**config.mk**
```make
export PLATFORM = sky130hd
export DESIGN_NAME = vector_scalar_reduce
export DESIGN_NICKNAME = d
export VERILOG_FILES = /design/src/rtl/vector_scalar_reduce.sv
export SDC_FILE = /design/constraint.sdc
export NUM_CORES = 2
export LEC_CHECK = 0
export CAP_MARGIN = 10
export CELL_PAD_IN_SITES_DETAIL_PLACEMENT = 1
export CELL_PAD_IN_SITES_GLOBAL_PLACEMENT = 1
export CORE_ASPECT_RATIO = 1.5
export CORE_MARGIN = 4
export CORE_UTILIZATION = 40
export DETAILED_ROUTE_END_ITERATION = 8
export PLACE_DENSITY_LB_ADDON = 0.1
export SLEW_MARGIN = 20
export SYNTH_ARGS = -nofsm -noshare
export SYNTH_HDL_FRONTEND = slang
export SYNTH_SLANG_ARGS = --single-unit
```
**constraint.sdc**
```tcl
create_clock -name clk -period 5.35 [get_ports clk]
set_input_delay 0.8025 -clock clk [delete_from_list [all_inputs] [get_ports clk]]
set_output_delay 0.8025 -clock clk [all_outputs]
set_load 0.02 [all_outputs]
```
**src/rtl/vector_scalar_reduce.sv**
```systemverilog
// vector_scalar_reduce: reduces each N-lane beat to a scalar (sum, max or
// frame-accumulated sum) through a registered pairwise tree, or passes the
// whole vector through (bypass). Result sits in lane 0 of an N-lane bus.
// Firmware ops are loaded per chain over the shared configId/configData stream.
module vector_scalar_reduce #(
  parameter int unsigned              N                   = 8,
  parameter int unsigned              DATA_WIDTH          = 32,
  parameter int unsigned              MAX_CHAINS          = 4,
  parameter logic [7:0]               PERSONAL_CONFIG_ID  = 8'd0,
  parameter int unsigned              DATA_TYPE           = 0,
  parameter logic [8*MAX_CHAINS-1:0]  INITIAL_FIRMWARE_OP = '0,
  localparam int unsigned             CW = (MAX_CHAINS > 1) ? $clog2(MAX_CHAINS) : 1
) (
  input  logic                              clk,
  input  logic                              reset,
  input  logic                              tracing,
  input  logic                              valid_in,
  input  logic [1:0]                        eof_in,
  input  logic [1:0]                        bof_in,
  input  logic [CW-1:0]                     chainId_in,
  input  logic [7:0]                        configId,
  input  logic [7:0]                        configData,
  input  logic [N-1:0][DATA_WIDTH-1:0]      vector_in,
  output logic [N-1:0][DATA_WIDTH-1:0]      vector_out,
  output logic                              valid_out,
  output logic [1:0]                        eof_out,
  output logic [1:0]                        bof_out,
  output logic [CW-1:0]                     chainId_out
);

  localparam int unsigned    LOG2N       = $clog2(N);
  localparam int unsigned    BCW         = $clog2(MAX_CHAINS + 1);
  localparam logic [BCW-1:0] CHAIN_LIMIT = BCW'(MAX_CHAINS);

  typedef logic [N-1:0][DATA_WIDTH-1:0] vec_t;
  typedef enum logic [1:0] {
    OP_BYPASS = 2'd0,
    OP_SUM    = 2'd1,
    OP_MAX    = 2'd2,
    OP_FRAME  = 2'd3
  } op_t;

  logic [7:0]            firmware_op [MAX_CHAINS];
  logic [BCW-1:0]        byte_counter;
  logic [DATA_WIDTH-1:0] acc;

  // Tree level k holds N>>k reduced lanes; a bypass beat keeps all N lanes
  // and simply shifts through the same registers.
  vec_t                  lvl      [1:LOG2N];
  vec_t                  lvl_next [1:LOG2N];
  logic                  valid_q  [1:LOG2N];
  op_t                   op_q     [1:LOG2N];
  logic [1:0]            eof_q    [1:LOG2N];
  logic [1:0]            bof_q    [1:LOG2N];
  logic [CW-1:0]         chain_q  [1:LOG2N];

  logic [7:0]            op_byte;
  op_t                   op_in;
  logic                  accept;
  logic [DATA_WIDTH-1:0] acc_next;
  vec_t                  result;
  logic                  emit;

  function automatic logic [DATA_WIDTH-1:0] max2(input logic [DATA_WIDTH-1:0] a,
                                                 input logic [DATA_WIDTH-1:0] b);
    logic a_wins;
    if (DATA_TYPE == 1) a_wins = ($signed(a) >= $signed(b));
    else                a_wins = (a >= b);
    return a_wins ? a : b;
  endfunction

  function automatic vec_t reduce_level(input vec_t v, input op_t op, input int unsigned half);
    vec_t r;
    r = '0;
    for (int unsigned j = 0; j < N; j++) begin
      if (op == OP_BYPASS)
        r[j] = v[j];
      else if (j < half)
        r[j] = (op == OP_MAX) ? max2(v[2*j], v[2*j+1]) : v[2*j] + v[2*j+1];
    end
    return r;
  endfunction

  // Per-beat op lookup; out-of-range firmware bytes fall back to bypass
  always_comb begin
    op_byte = firmware_op[chainId_in];
    op_in   = (op_byte > 8'd3) ? OP_BYPASS : op_t'(op_byte[1:0]);
    accept  = valid_in & tracing;
  end

  // Next value of every tree level
  always_comb begin
    lvl_next[1] = reduce_level(vector_in, op_in, N >> 1);
    for (int unsigned k = 2; k <= LOG2N; k++)
      lvl_next[k] = reduce_level(lvl[k-1], op_q[k-1], N >> k);
  end

  // Tree data and sideband registers (validity is qualified by valid_q)
  always_ff @(posedge clk) begin
    lvl        <= lvl_next;
    op_q[1]    <= op_in;
    eof_q[1]   <= eof_in;
    bof_q[1]   <= bof_in;
    chain_q[1] <= chainId_in;
    for (int unsigned k = 2; k <= LOG2N; k++) begin
      op_q[k]    <= op_q[k-1];
      eof_q[k]   <= eof_q[k-1];
      bof_q[k]   <= bof_q[k-1];
      chain_q[k] <= chain_q[k-1];
    end
  end

  // Beat-valid shift register; reset flushes in-flight beats
  always_ff @(posedge clk) begin
    if (reset) begin
      for (int unsigned k = 1; k <= LOG2N; k++) valid_q[k] <= 1'b0;
    end else begin
      valid_q[1] <= accept;
      for (int unsigned k = 2; k <= LOG2N; k++) valid_q[k] <= valid_q[k-1];
    end
  end

  // Output formatting and frame accumulation for the beat leaving the tree
  always_comb begin
    acc_next = (bof_q[LOG2N][0] ? '0 : acc) + lvl[LOG2N][0];
    result   = '0;
    emit     = valid_q[LOG2N];
    case (op_q[LOG2N])
      OP_BYPASS: result = lvl[LOG2N];
      OP_FRAME: begin
        result[0] = acc_next;
        emit      = valid_q[LOG2N] & eof_q[LOG2N][0];
      end
      default:   result[0] = lvl[LOG2N][0];
    endcase
  end

  // Output register and shared frame accumulator; outputs hold between beats
  always_ff @(posedge clk) begin
    if (reset) begin
      vector_out  <= '0;
      valid_out   <= 1'b0;
      eof_out     <= '0;
      bof_out     <= '0;
      chainId_out <= '0;
      acc         <= '0;
    end else begin
      valid_out <= emit;
      if (emit) begin
        vector_out  <= result;
        eof_out     <= eof_q[LOG2N];
        bof_out     <= bof_q[LOG2N];
        chainId_out <= chain_q[LOG2N];
      end
      if (valid_q[LOG2N] && op_q[LOG2N] == OP_FRAME) acc <= acc_next;
    end
  end

  // Firmware loader: sequential bytes while addressed, counter saturates
  always_ff @(posedge clk) begin
    if (reset) begin
      for (int unsigned c = 0; c < MAX_CHAINS; c++)
        firmware_op[c] <= INITIAL_FIRMWARE_OP[8*c +: 8];
      byte_counter <= '0;
    end else if (!tracing) begin
      if (configId == PERSONAL_CONFIG_ID) begin
        if (byte_counter < CHAIN_LIMIT) begin
          firmware_op[byte_counter[CW-1:0]] <= configData;
          byte_counter <= byte_counter + 1'b1;
        end
      end else begin
        byte_counter <= '0;
      end
    end
  end

endmodule

```
==> flow_summary.toml <==
[die]
pin_count = 545
die_w_um = 307
rows = 164
die_height_um = 457
core-area_sq_um = 133000
die_area_sq_um = 140000
start_util_pct = 40.3

[outcome]
outcome = "completed"

[cells_and_area]
fin_nets = 7094
syn_to_final_growth_pct = 21.0
layout-drive-gt1-share_pct = 5.76

[setup_path]
cp_slowest_cell = "o21ai_4"
crit_path_cell_trace = "clkdlybuf4s50_1, inv_1, ha_1, nand4_1, nor3_1, nand2_1, nor2_1, nand2_1, o21ai_4, mux2_2, a22oi_1, o221ai_1"
cpMostUsedCell = "nand2_1"
worstSetupPathType = "in -> reg"
cp-start-kind = "input pin"
critical-path-top-delay-family = "compound AO/OA/AOI/OAI gates"
end_kind = "flip-flop"
arrival_ps = 4910
crit_path_max_fanout = 27
required_ps = 5840
critPathBufInv = 2
cp_slowest_stage_delay_ps = 670

[clocking]
clk_latency_ps = 780
cts_max_level = 3
cts_resized = 0
path_clk_slew_ps = 60
clockBufferDepth = 3
cts_buffers = 108
clkSinkCount = 1125
hold_buffers = 0
postCtsSetupBuffers = 0
cts_tree = "done"
root_buffer = "clkbuf_16"

[timing]
final_hold_viol_count = 0
post-route-period-util_pct = 82.5
slew_violations = 0
rsz0062_at_grt = "no"
maxSlewHeadroom_pct = 19.0
tightest_slew_ps = 1210
fin_setup_tns_ps = 0
skew_ps = 72.7
final-setup-viol-count = 0
period_minus_slack_ps = 4410
clock.fmax_mhz = 227

[synth]
synth_edf_count = 32
ys.flop_type = "dfxtp_1"
ys_seq_elements = 1125
synth_cells = 5866
avgSynthCellArea_sq_um = 9.16
async_flop_share_pct = 0
ys_types = 107
syn_nets = 6629
synth_seq_area_share_pct = 42.5
yosysWarnings = 0
netlist_area_sq_um = 53700

[hold_path]
hold_path_class = "reg -> reg"

[flow_run]
cap_viol_max_count = 0

[global_routing]
grt_pass1_wl_mm = 306
use_met3_pct = 5.67
grt_max_degree = 145
grt_use_met2_pct = 52.2
antenna_found_initial = 55
busiest_layer = "met2"
grt_use_total_pct = 28.9
grt_overflow = 0
met1_usage_pct = 31.6
grt_pass1_vias = 47413

[power_and_ir_drop]
total_power_mw = 23.5
p_leak_nw = 27.7
p_per_area_nw_per_um2 = 361
ir_drop_mv = 0.259

[drt]
vias = 44863
drc = 0
ant_nets = 0
totalWireLength_mm = 209
via_per_inst = 5.48
dr.pass1.iters = 5
drt_iter0_drc = 2300
wl_per_cell_um = 25.5

[place]
dp_hpwl_mm = 166
port-buffer-count = 544
gp_congestion = 0.998
## report_power, final
| group | switching, mW | internal [mW] |
|---|---|---|
| logic | 3.40 | 2.20 |
| registers | 0.614 | 9.24 |
| clock network | 3.51 | 4.53 |
## synth_stat cells (13+ instances only)
| library cell | n | share of area [%] |
|---|---|---|
| nand2_1 | 254 | 1.8 |
| o21ai_0 | 220 | 2.0 |
| a21o_1 | 87 | 1.2 |
| and3_1 | 15 | 0.17 |
| xnor2_1 | 169 | 2.8 |
| a221o_1 | 13 | 0.24 |
| mux2i_1 | 74 | 1.4 |
| buf_1 | 14 | 0.098 |
| nor3_1 | 134 | 1.2 |
| o31ai_1 | 31 | 0.43 |
| o21ai_1 | 34 | 0.32 |
| nand4_1 | 46 | 0.54 |
| nand3_1 | 35 | 0.33 |
| nor2_1 | 491 | 3.4 |
| nor4_1 | 26 | 0.30 |
| buf_2 | 32 | 0.30 |
| nand2b_1 | 54 | 0.63 |
| and2_1 | 454 | 5.3 |
| or3_1 | 18 | 0.21 |
| a31oi_1 | 27 | 0.31 |
| a22oi_1 | 27 | 0.38 |
| dfxtp_1 | 1093 | 41 |
| a21oi_1 | 458 | 4.3 |
| a211oi_1 | 78 | 1.1 |
| o211ai_1 | 41 | 0.57 |
| o22ai_1 | 20 | 0.23 |
| nor2b_1 | 67 | 0.78 |
| edfxtp_1 | 32 | 1.8 |
| inv_1 | 438 | 3.1 |
| ha_1 | 473 | 11 |
| xor2_1 | 45 | 0.73 |
| a221oi_1 | 13 | 0.21 |
| mux2_2 | 14 | 0.29 |
| clkbuf_1 | 232 | 1.6 |
| o221ai_1 | 31 | 0.51 |
| a311oi_1 | 21 | 0.34 |
| o21a_1 | 18 | 0.25 |
| o21bai_1 | 79 | 1.1 |
| a22o_1 | 230 | 3.7 |
| a211o_1 | 36 | 0.59 |
## registers in the layout, summed over array words and instances, names as in the netlist
register / flops
acc: 32
bof_out: 2
bof_q: 6
byte_counter: 3
chainId_out: 2
chain_q: 6
eof_out: 2
eof_q: 6
firmware_op: 32
lvl: 768
op_q: 6
valid_out: 1
valid_q: 3
vector_out: 256
## final cells by class
cell class | count | area [sq um]
fillers | 15145 | 68400
multi-input cells | 4018 | 28300
flip-flops and latches | 1125 | 22800
repair buffers | 639 | 6250
clock buffers | 144 | 3040
well taps | 1743 | 2180
inverters | 439 | 1650
clock inverters | 56 | 733
diodes | 23 | 57.6
## cell families (layout without fill, tap and decap cells)
family	count (synthesis)	count (layout)	synth area share [%]
xor+xnor	214	214	3.49
compound gates	1585	1585	20.2
other cells	0	23	0
simple gates	1648	1648	15.5
fa+ha+maj	481	481	11.3
buf+inv	723	1278	5.17
flops	1125	1125	42.5
mux	90	90	1.76
## worst paths after layout
kind                    startpoint                    end  slack (ps)  cells past startpoint
max reg2reg       lvl[608]$_DFF_P_       lvl[318]$_DFF_P_        1020                     12
min          chain_q[1][1]$_DFF_P_  chain_q[2][1]$_DFF_P_         330                      0
max                 vector_in[251]       lvl[627]$_DFF_P_         940                     12
min reg2reg  chain_q[1][1]$_DFF_P_  chain_q[2][1]$_DFF_P_         330                      0
## through the flow
stage	setup slack, ps	instance area (sq um)	instances	util, %	hold WS (ps)
2_1_floorplan	1840	53700	5866	-	310
3_3_place_gp	345	61200	7964	45.9	313
3_5_place_dp	275	61200	7964	45.9	313
4_1_cts	1070	65000	8164	48.7	317
5_1_grt	873	65000	8170	48.7	325
6_report	937	65000	8187	48.7	326
## placed cells by master, fill, tap and decap left out, drive strengths merged, types with 43 or more instances in the layout
master / count
buf: 96
o21bai: 79
o211ai: 43
xor2: 45
nor3: 135
dfxtp: 1093
xnor2: 169
clkdlybuf4s50: 543
nand2: 254
nand2b: 54
mux2i: 74
a22o: 230
o21ai: 256
a21oi: 462
nor2b: 67
a211oi: 81
nand4: 46
ha: 473
nor2: 491
inv: 445
a21o: 87
and2: 454
clkbuf: 144
## per-layer routing
| metal | share of wire [%] | up-vias |
|---|---|---|
| li1 | - | 21308 |
| met1 | 39 | 21996 |
| met2 | 50 | 1072 |
| met3 | 5.1 | 435 |
| met4 | 6.2 | 52 |
| met5 | 0.16 | - |
(Power assumes the default switching activity.)
